===== src/rtl/ber_pkg.sv =====
// ---------------------------------------------------------------------------
// ber_pkg
// Definitions shared by the BER measurement block and the BER mask generator:
//   - ber_state_e     : measurement FSM states
//   - BerDrainCycles  : cycles spent draining the pipeline after the last beat
//   - Ber*Width       : default data / accumulator / window widths
// ---------------------------------------------------------------------------
package ber_pkg;

  typedef enum logic [1:0] {
    BER_IDLE    = 2'd0,
    BER_MEASURE = 2'd1,
    BER_DRAIN   = 2'd2,
    BER_DONE    = 2'd3
  } ber_state_e;

  // Stage 2 and stage 3 still hold work after the last accepted beat.
  localparam int unsigned BerDrainCycles = 2;

  localparam int unsigned BerDataWidth   = 64;
  localparam int unsigned BerCntWidth    = 48;
  localparam int unsigned BerWinWidth    = 32;

endpackage


===== src/rtl/ber_monitor_popcount.sv =====
// ---------------------------------------------------------------------------
// popcount
// Combinational population count of a DataWidth-bit word.
// Ports:
//   data_i  [DataWidth-1:0]       word to count
//   count_o [$clog2(DataWidth):0] number of set bits (0..DataWidth)
// ---------------------------------------------------------------------------
module popcount
  import ber_pkg::*;
#(
  parameter int unsigned DataWidth = BerDataWidth
) (
  input  logic [DataWidth-1:0]       data_i,
  output logic [$clog2(DataWidth):0] count_o
);

  localparam int unsigned PcWidth = $clog2(DataWidth) + 1;

  // Ripple sum of all bits; the count width holds DataWidth itself.
  always_comb begin
    count_o = '0;
    for (int unsigned i = 0; i < DataWidth; i++) begin
      count_o = count_o + PcWidth'(data_i[i]);
    end
  end

endmodule


===== src/rtl/ber_monitor.sv =====
// ---------------------------------------------------------------------------
// ber_monitor
// Measures bit errors between observed and golden data over a programmed
// window of accepted words. Three-stage pipeline:
//   stage 1: diff = data ^ golden, stage 2: popcount(diff), stage 3: stats.
// Ports:
//   clk_i, rst_ni            clock, asynchronous active-low reset
//   start_i, abort_i         control (abort has highest priority)
//   window_i [WinWidth]      words to measure, latched on an accepted start
//   valid_i / ready_o        beat handshake (ready only in MEASURE)
//   data_i, golden_i         observed and expected words
//   busy_o                   MEASURE or DRAIN
//   done_o                   level, held in DONE
//   err_bits_o [CntWidth]    total flipped bits, saturating
//   err_words_o, words_o     words with flips / words accumulated
//   max_err_o                worst per-word flip count
// ---------------------------------------------------------------------------
module ber_monitor
  import ber_pkg::*;
#(
  parameter int unsigned DataWidth = BerDataWidth,
  parameter int unsigned CntWidth  = BerCntWidth,
  parameter int unsigned WinWidth  = BerWinWidth
) (
  input  logic                       clk_i,
  input  logic                       rst_ni,
  input  logic                       start_i,
  input  logic                       abort_i,
  input  logic [WinWidth-1:0]        window_i,
  input  logic                       valid_i,
  output logic                       ready_o,
  input  logic [DataWidth-1:0]       data_i,
  input  logic [DataWidth-1:0]       golden_i,
  output logic                       busy_o,
  output logic                       done_o,
  output logic [CntWidth-1:0]        err_bits_o,
  output logic [WinWidth-1:0]        err_words_o,
  output logic [WinWidth-1:0]        words_o,
  output logic [$clog2(DataWidth):0] max_err_o
);

  localparam int unsigned PcWidth   = $clog2(DataWidth) + 1;
  localparam logic [1:0]  DrainLast = 2'(BerDrainCycles - 1);

  ber_state_e            state_q, state_d;
  logic [WinWidth-1:0]   window_q, window_d;
  logic [WinWidth-1:0]   acc_cnt_q, acc_cnt_d;
  logic [1:0]            drain_cnt_q, drain_cnt_d;
  logic                  ready_q, ready_d;
  logic                  busy_q, busy_d;
  logic                  done_q, done_d;

  logic                  s1_valid_q, s1_valid_d;
  logic [DataWidth-1:0]  s1_diff_q, s1_diff_d;
  logic                  s2_valid_q, s2_valid_d;
  logic [PcWidth-1:0]    s2_pc_q, s2_pc_d;
  logic [PcWidth-1:0]    pc_s;

  logic [CntWidth-1:0]   err_bits_q, err_bits_d;
  logic [WinWidth-1:0]   err_words_q, err_words_d;
  logic [WinWidth-1:0]   words_q, words_d;
  logic [PcWidth-1:0]    max_err_q, max_err_d;

  logic                  accept_s;
  logic                  clear_s;
  logic [WinWidth-1:0]   acc_next_s;
  logic [CntWidth:0]     bits_sum_s;

  assign accept_s   = valid_i & ready_q;
  assign acc_next_s = acc_cnt_q + WinWidth'(1'b1);

  // Control FSM: start/abort handling, window tracking and drain timing.
  always_comb begin
    state_d     = state_q;
    window_d    = window_q;
    acc_cnt_d   = acc_cnt_q;
    drain_cnt_d = drain_cnt_q;
    clear_s     = 1'b0;
    if (abort_i) begin
      state_d = BER_IDLE;
    end else begin
      case (state_q)
        BER_IDLE, BER_DONE: begin
          if (start_i) begin
            window_d  = window_i;
            acc_cnt_d = '0;
            clear_s   = 1'b1;
            state_d   = (window_i == '0) ? BER_DONE : BER_MEASURE;
          end else begin
            state_d = state_q;
          end
        end
        BER_MEASURE: begin
          if (accept_s) begin
            acc_cnt_d = acc_next_s;
            // Leaving MEASURE on the beat that completes the window drops
            // ready in the very next cycle, so no surplus beat gets in.
            if (acc_next_s == window_q) begin
              state_d     = BER_DRAIN;
              drain_cnt_d = 2'd0;
            end else begin
              state_d = BER_MEASURE;
            end
          end else begin
            state_d = BER_MEASURE;
          end
        end
        BER_DRAIN: begin
          if (drain_cnt_q == DrainLast) begin
            state_d = BER_DONE;
          end else begin
            drain_cnt_d = drain_cnt_q + 2'd1;
          end
        end
        default: begin
          state_d = BER_IDLE;
        end
      endcase
    end
  end

  // Status outputs are decoded from the next state so they leave a flop.
  always_comb begin
    ready_d = (state_d == BER_MEASURE);
    busy_d  = (state_d == BER_MEASURE) || (state_d == BER_DRAIN);
    done_d  = (state_d == BER_DONE);
  end

  // Pipeline stages 1 and 2; abort squashes any beat in flight.
  always_comb begin
    s1_valid_d = accept_s & ~abort_i;
    if (accept_s) begin
      s1_diff_d = data_i ^ golden_i;
    end else begin
      s1_diff_d = s1_diff_q;
    end
    s2_valid_d = s1_valid_q & ~abort_i;
    if (s1_valid_q) begin
      s2_pc_d = pc_s;
    end else begin
      s2_pc_d = s2_pc_q;
    end
  end

  popcount #(
    .DataWidth(DataWidth)
  ) u_popcount (
    .data_i (s1_diff_q),
    .count_o(pc_s)
  );

  // One extra bit catches the carry used for saturation.
  assign bits_sum_s = {1'b0, err_bits_q} + (CntWidth + 1)'(s2_pc_q);

  // Stage 3: statistics; abort freezes partial results, start clears them.
  always_comb begin
    err_bits_d  = err_bits_q;
    err_words_d = err_words_q;
    words_d     = words_q;
    max_err_d   = max_err_q;
    if (abort_i) begin
      err_bits_d = err_bits_q;
    end else if (clear_s) begin
      err_bits_d  = '0;
      err_words_d = '0;
      words_d     = '0;
      max_err_d   = '0;
    end else if (s2_valid_q) begin
      if (bits_sum_s[CntWidth]) begin
        err_bits_d = '1;
      end else begin
        err_bits_d = bits_sum_s[CntWidth-1:0];
      end
      words_d = words_q + WinWidth'(1'b1);
      if (s2_pc_q != '0) begin
        err_words_d = err_words_q + WinWidth'(1'b1);
      end else begin
        err_words_d = err_words_q;
      end
      if (s2_pc_q > max_err_q) begin
        max_err_d = s2_pc_q;
      end else begin
        max_err_d = max_err_q;
      end
    end else begin
      err_bits_d = err_bits_q;
    end
  end

  // State, pipeline and statistic registers.
  always_ff @(posedge clk_i or negedge rst_ni) begin
    if (!rst_ni) begin
      state_q     <= BER_IDLE;
      window_q    <= '0;
      acc_cnt_q   <= '0;
      drain_cnt_q <= 2'd0;
      ready_q     <= 1'b0;
      busy_q      <= 1'b0;
      done_q      <= 1'b0;
      s1_valid_q  <= 1'b0;
      s1_diff_q   <= '0;
      s2_valid_q  <= 1'b0;
      s2_pc_q     <= '0;
      err_bits_q  <= '0;
      err_words_q <= '0;
      words_q     <= '0;
      max_err_q   <= '0;
    end else begin
      state_q     <= state_d;
      window_q    <= window_d;
      acc_cnt_q   <= acc_cnt_d;
      drain_cnt_q <= drain_cnt_d;
      ready_q     <= ready_d;
      busy_q      <= busy_d;
      done_q      <= done_d;
      s1_valid_q  <= s1_valid_d;
      s1_diff_q   <= s1_diff_d;
      s2_valid_q  <= s2_valid_d;
      s2_pc_q     <= s2_pc_d;
      err_bits_q  <= err_bits_d;
      err_words_q <= err_words_d;
      words_q     <= words_d;
      max_err_q   <= max_err_d;
    end
  end

  assign ready_o     = ready_q;
  assign busy_o      = busy_q;
  assign done_o      = done_q;
  assign err_bits_o  = err_bits_q;
  assign err_words_o = err_words_q;
  assign words_o     = words_q;
  assign max_err_o   = max_err_q;

endmodule


===== config.mk =====
export PLATFORM = sky130hd
export DESIGN_NAME = ber_monitor
export DESIGN_NICKNAME = d
export VERILOG_FILES = /design/src/rtl/ber_pkg.sv /design/src/rtl/ber_monitor_popcount.sv /design/src/rtl/ber_monitor.sv
export SDC_FILE = /design/constraint.sdc
export NUM_CORES = 1
export LEC_CHECK = 0
export BUFFER_PORTS_ARGS = -buffer_cell sky130_fd_sc_hd__buf_2
export CORE_ASPECT_RATIO = 0.6
export CORE_MARGIN = 2
export CORE_UTILIZATION = 40
export CTS_BUF_LIST = sky130_fd_sc_hd__clkbuf_4
export CTS_CLUSTER_DIAMETER = 80
export CTS_CLUSTER_SIZE = 12
export DETAILED_ROUTE_END_ITERATION = 8
export PLACE_DENSITY = 0.56
export RECOVER_POWER = 25
export SLEW_MARGIN = 20
export SYNTH_ARGS = -nofsm -noshare
export SYNTH_HDL_FRONTEND = slang
export SYNTH_HIERARCHICAL = 1
export SYNTH_SLANG_ARGS = --single-unit

===== constraint.sdc =====
create_clock -name clk_i -period 7.2 [get_ports clk_i]
set_clock_uncertainty 0.2 [all_clocks]
set_input_delay 0.36 -clock clk_i [delete_from_list [all_inputs] [get_ports clk_i]]
set_output_delay 0.36 -clock clk_i [all_outputs]
set_load 0.05 [all_outputs]

==> results.json, run 1 <==
{
  "grt_start_max_net_pins": 112,
  "worstSetupPathType": "reg -> reg",
  "routedWlPerCell_um": 17.6,
  "hpwlAfterDp_um": 34000,
  "rrSetupSlack_ns": 0.78,
  "arrival_ns": 6.89,
  "cp_cell_sequence": "inv_1 > fa_1 > inv_1 > fa_1 > fa_1 > inv_1 > fa_1 > inv_1 > fa_1 > fa_1 > fa_1 > inv_1 > fa_1 > inv_1 > ha_1 > nor2b_4 > o31a_1 > a211o_1 > mux2_2",
  "vias_per_cell": 5.27,
  "rsz0062_at_grt": "false",
  "syn_to_final_growth_pct": 23.8,
  "firstDrtPassIters": 5,
  "outcome": "finished, violations left",
  "synth_top_family_by_area": "simple AND/OR/NAND/NOR gates",
  "clock-root-buffer": "clkbuf_4",
  "synth_mux_area_frac": 0.00669,
  "setup_tns_ns": 0,
  "cp_slowest_cell": "fa_1",
  "cp_num_buf_inv": 6,
  "setup_viol": 0,
  "wirelength_um": 48000,
  "grt_use_total": 0.229,
  "hold_viol_final": 0,
  "ys_warn_count": 6,
  "synth-edff-count": 0,
  "cp-endpoint": "s2_pc_q[5]",
  "clock_sinks": 263,
  "route.vias.total": 14400,
  "slowest_delay_ns": 0.59,
  "crit_cells": 19,
  "final-max-slew-violation-count": 193,
  "layout-drive-gt1-share": 0.163,
  "synth_area_leader_cell": "dfrtp_1",
  "cts_buffer_depth": 3,
  "ys_seq_area_frac": 0.409,
  "reg2regPathDepth": 19,
  "period_needed_ns": 6.42,
  "violations": "max-capacitance violations, max-slew violations",
  "gp_congestion": 0.904,
  "worstMarginPinSlew_ns": 4.10,
  "reg2reg_from": "s1_diff_q[37]",
  "clk_pin_slew_worst_paths_ns": 0.15,
  "end_kind": "register",
  "maxCapViolCount": 3,
  "initial_core_util": 0.409,
  "stdcell_count": 2727,
  "drt_iter0_drc": 1117,
  "holdWs_ns": 0.116,
  "cts_tree": "built",
  "startpoint": "s1_diff_q[37]",
  "crit_top_cell": "fa_1",
  "drc": 0,
  "syn_inst": 1779,
  "period_share": 0.891,
  "crit_required_ns": 7.67,
  "hold_class": "in -> reg",
  "yosysUniqueCellTypes": 74,
  "synthTopCellsByCount": "263 x dfrtp_1, 205 x nand2_1, 193 x nor2_1",
  "die_h_um": 159,
  "synth-compound-area-share": 0.133,
  "synthTopCellsByArea": "dfrtp_1 41%, fa_1 6.8%, xnor2_1 6.6%",
  "num_io_pins": 287,
  "setup_slack_ns": 0.784,
  "synth-main-ff-cell": "dfrtp_1",
  "antenna_found_initial": 3,
  "startpoint_type": "register",
  "cts_resized": 0,
  "synth_xor_xnor_area_share": 0.0970,
  "postRouteAntennaNets": 0,
  "synthesis.nets": 2038,
  "hp-start": "window_i[13]",
  "async_flop_share": 1.00,
  "fmax_mhz": 156,
  "core_area_mm2": 0.0393,
  "cts_buffers": 25,
  "synth.top_cell.area_share": 0.409,
  "die_w_um": 263,
  "synthesis.area_mm2": 0.0161,
  "grt_pass1_wl_um": 77700,
  "dieArea_mm2": 0.0419,
  "reg2reg_to": "s2_pc_q[5]",
  "dp.cells": 2521,
  "slew_headroom": -1.74,
  "cts-htree-levels": 1,
  "clk_latency_ns": 0.78,
  "cp_max_fo": 3,
  "ys_ff_latch": 263,
  "yosysMostFrequentCell": "dfrtp_1",
  "crit_family": "adder cells",
  "num_rows": 56,
  "final_nets": 2460,
  "synth_fa_ha_area_frac": 0.0988,
  "portBuffers": 286,
  "synthSimpleGateAreaFrac": 0.206,
  "avgSynthCellArea_um2": 9.04,
  "grt-ovfl-total": 0,
  "grt_pass1_vias": 14200,
  "pre_cts_slack_ns": 0.790
}
-- worst min-delay path, stage by stage --
cell	delay (ns)
dlygate4sd3_1	0.52
buf_2	0.11
nand2_1	0.04
nand2_1	0.05
-- final cells by class --
type	instances	area [µm²]
clock buffer	26	195
inverter	121	454
tap	522	653
fill	3692	19400
antenna	4	10.0
sequential	263	6580
multi-input combinational	1313	8710
timing repair buffer	477	3290
clock inverter	1	3.75
-- cells by family after synthesis --
| kind of cell | after synthesis |
|---|---|
| AND/OR/NAND/NOR | 684 |
| AO/OA/AOI/OAI | 347 |
| flip-flops | 263 |
| buffers and inverters | 203 |
| XOR/XNOR | 178 |
| adder cells (fa/ha/maj) | 94 |
| multiplexers | 10 |
-- how the worst min path moves through the flow --
stage	endpoint	cells past startpoint	slack (ns)
6_report	window_q[13]	4	0.12
5_1_grt	window_q[19]	4	0.08
4_1_cts	window_q[13]	4	0.04
3_5_place_dp	err_bits_o[8]	1	0.16
3_3_place_gp	err_bits_o[8]	1	0.16
2_1_floorplan	acc_cnt_q[0]	0	-0.14
-- metrics by stage --
stage / utilization / cell area [µm²]
floorplan: - / 16100
global placement: 0.457 / 18000
detailed placement: 0.457 / 18000
CTS: 0.507 / 19900
global route: 0.506 / 19900
finish: 0.506 / 19900
-- flip-flops by register name (all words and copies together) (netlist names) --
register / count
acc_cnt_q: 32
busy_o: 1
done_o: 1
drain_cnt_q: 2
err_bits_o: 48
err_words_o: 32
max_err_o: 7
ready_o: 1
s1_diff_q: 64
s1_valid_q: 1
s2_pc_q: 7
s2_valid_q: 1
state_q: 2
window_q: 32
words_o: 32
-- cell usage in the layout, fill, tap and decap left out, drive strengths merged, types with 11 or more instances in the layout --
master and instances:
a21o 12, a21oi 115, a31oi 18, and2 18, and3 35, and4 13, buf 299, clkbuf 30
dfrtp 263, dlygate4sd3 174, fa 55, ha 39, inv 122, nand2 205, nand3 71, nand4 48
nor2 194, nor2b 13, nor3 19, nor4 27, o21a 11, o21ai 106, o31ai 13, or3 13
xnor2 122, xor2 56
-- routing by layer --
layer | track usage | wire [µm] | part of all wire | up-vias
li1 | - | - | - | 6923
met1 | 0.347 | 23500 | 0.49 | 6949
met2 | 0.341 | 20400 | 0.43 | 428
met3 | 0.0390 | 2900 | 0.061 | 65
met4 | 0.0522 | 1130 | 0.024 | 0
met5 | 0 | 0 | 0 | -
-- what timing repair did --
action / in CTS / in global routing
setup buffers: 0 / 0
endpoints found under the hold margin: 213 / 0
hold buffers: 175 / 0
Power of run 1 is not shown: default switching activity piles up to over one toggle a cycle in this logic, so the estimate is an artifact.
==> inputs of run 2 (changes only) <==
==> constraint.sdc (replaced) <==
create_clock -name clk_i -period 7.2 [get_ports clk_i]
set_clock_uncertainty 0.2 [all_clocks]
set_input_delay 0.72 -clock clk_i [delete_from_list [all_inputs] [get_ports clk_i]]
set_output_delay 0.72 -clock clk_i [all_outputs]
set_load 0.05 [all_outputs]
==> run 2 against run 1 <==
First-iteration DRC count down 0.63%. Sequential share of layout area up 0.61 points. Critical endpoint unchanged. Critical path depth unchanged. Global-route usage down 0.40 points. Final cell count down 1.4%. The flow still finishes with violations (max-capacitance violations, max-slew violations). Final area down 1.8%.
==> results.json, run 2 (synthesis gave the netlist of run 1 again) <==
{
  "drc": 0,
  "cts_resized": 0,
  "hold_buffers": 138,
  "crit_top_cell": "fa_1",
  "drt_iter0_drc": 1110,
  "regMostFlops": "s1_diff_q",
  "postRouteAntennaNets": 0,
  "final-max-slew-violation-count": 136,
  "largest_register_ff_count": 64,
  "outcome": "finished, violations left",
  "seqCellArea_mm2": 0.00658,
  "cp_slowest_cell": "fa_1",
  "antenna_found_initial": 3,
  "core_area_mm2": 0.0393,
  "clk_latency_ns": 0.78,
  "hold_class": "in -> reg",
  "cts_tree": "built",
  "final_nets": 2423,
  "cp_num_buf_inv": 6,
  "maxCapViolCount": 2,
  "grt_use_total": 0.225,
  "num_io_pins": 287,
  "startpoint_type": "register",
  "gp_congestion": 0.904,
  "die_h_um": 159,
  "hpwlAfterDp_um": 34000,
  "initial_core_util": 0.409,
  "rsz0062_at_grt": "false",
  "period_needed_ns": 6.41,
  "clock-root-buffer": "clkbuf_4",
  "cts_buffers": 25,
  "die_w_um": 263,
  "period_share": 0.890,
  "vias_per_cell": 5.28,
  "firstDrtPassIters": 5,
  "setup_viol": 0,
  "worstMarginPinSlew_ns": 4.23,
  "fillers": 3732,
  "wirelength_um": 47200,
  "cts-htree-levels": 1,
  "clock_sinks": 263,
  "grt-ovfl-total": 0,
  "routedWlPerCell_um": 17.5,
  "slowest_delay_ns": 0.59,
  "grt_pass1_vias": 14000,
  "dieArea_mm2": 0.0419,
  "setup_tns_ns": 0,
  "grt_start_max_net_pins": 112,
  "num_rows": 56,
  "cp_cell_sequence": "inv_1 > fa_1 > inv_1 > fa_1 > fa_1 > inv_1 > fa_1 > inv_1 > fa_1 > fa_1 > fa_1 > inv_1 > fa_1 > inv_1 > ha_1 > nor2b_4 > o31a_1 > a211o_1 > mux2_2",
  "final_common_cell": "buf_2",
  "hold_viol_final": 0,
  "portBuffers": 286,
  "cts_buffer_depth": 3,
  "worstSetupPathType": "reg -> reg",
  "slew_headroom": -1.82,
  "crit_required_ns": 7.67,
  "violations": "max-capacitance violations, max-slew violations",
  "cp_max_fo": 3,
  "layout-drive-gt1-share": 0.166,
  "grt_pass1_wl_um": 76300,
  "clk_pin_slew_worst_paths_ns": 0.14,
  "syn_to_final_growth_pct": 21.5,
  "arrival_ns": 6.88,
  "post_cts_buffers": 0,
  "end_kind": "register",
  "route.vias.total": 14200,
  "final_cell_mix": "282 x buf_2, 263 x dfrtp_1, 205 x nand2_1",
  "fmax_mhz": 156,
  "crit_family": "adder cells",
  "multi_input_area_mm2": 0.00871
}
-- run 2: cell count changes in the layout (fill, tap and decap cells not counted), sizes merged --
cell / change
buf: -3
clkbuf: +2
dlygate4sd3: -36
-- run 2: layer usage --
metal / GRT usage / part of all wire / up-vias
li1: - / - / 6848
met1: 0.346 / 0.49 / 6879
met2: 0.332 / 0.42 / 433
met3: 0.0346 / 0.060 / 55
met4: 0.0494 / 0.021 / 0
met5: 0 / 0 / -
-- run 2: final timing paths --
kind | from | end | slack (ns) | cells after the start
setup / recovery | s1_diff_q[37] | s2_pc_q[5] | 0.79 | 19
hold / removal | data_i[53] | s1_diff_q[53] | 0.07 | 3
setup reg to reg | s1_diff_q[37] | s2_pc_q[5] | 0.79 | 19
hold reg to reg | acc_cnt_q[31] | acc_cnt_q[31] | 0.31 | 1
max in group asynchronous | rst_ni | err_bits_o[27] | 1.77 | 3
min in group asynchronous | rst_ni | err_bits_o[28] | 1.79 | 2
-- run 2: final cells by class --
class	count	share of cell area
Timing Repair Buffer	440	0.150
Antenna cell	4	0.000512
Multi-Input combinational cell	1313	0.446
Inverter	121	0.0233
Clock inverter	1	0.000192
Sequential cell	263	0.337
Clock buffer	26	0.00999
Tap cell	522	0.0334
-- run 2: tightest hold or removal path: cells and delay by family --
kind	cells	cell delay [ns]
xor+xnor	1	0.13
compound gates	1	0.06
buf+inv	1	0.09
-- run 2: stage by stage --
stage	instance area, µm²	setup slack, ns	util	cells	hold slack [ns]
final	19500	0.795	0.497	2690	0.0679
after global routing	19500	0.578	0.497	2689	0.00610
after CTS	19500	0.768	0.497	2686	0.00104
after detailed placement	18000	0.790	0.457	2521	0.288
after global placement	18000	0.863	0.457	2521	0.284
after floorplan	16100	1.06	-	1779	0.224
Power of run 2 is left out for the same reason.
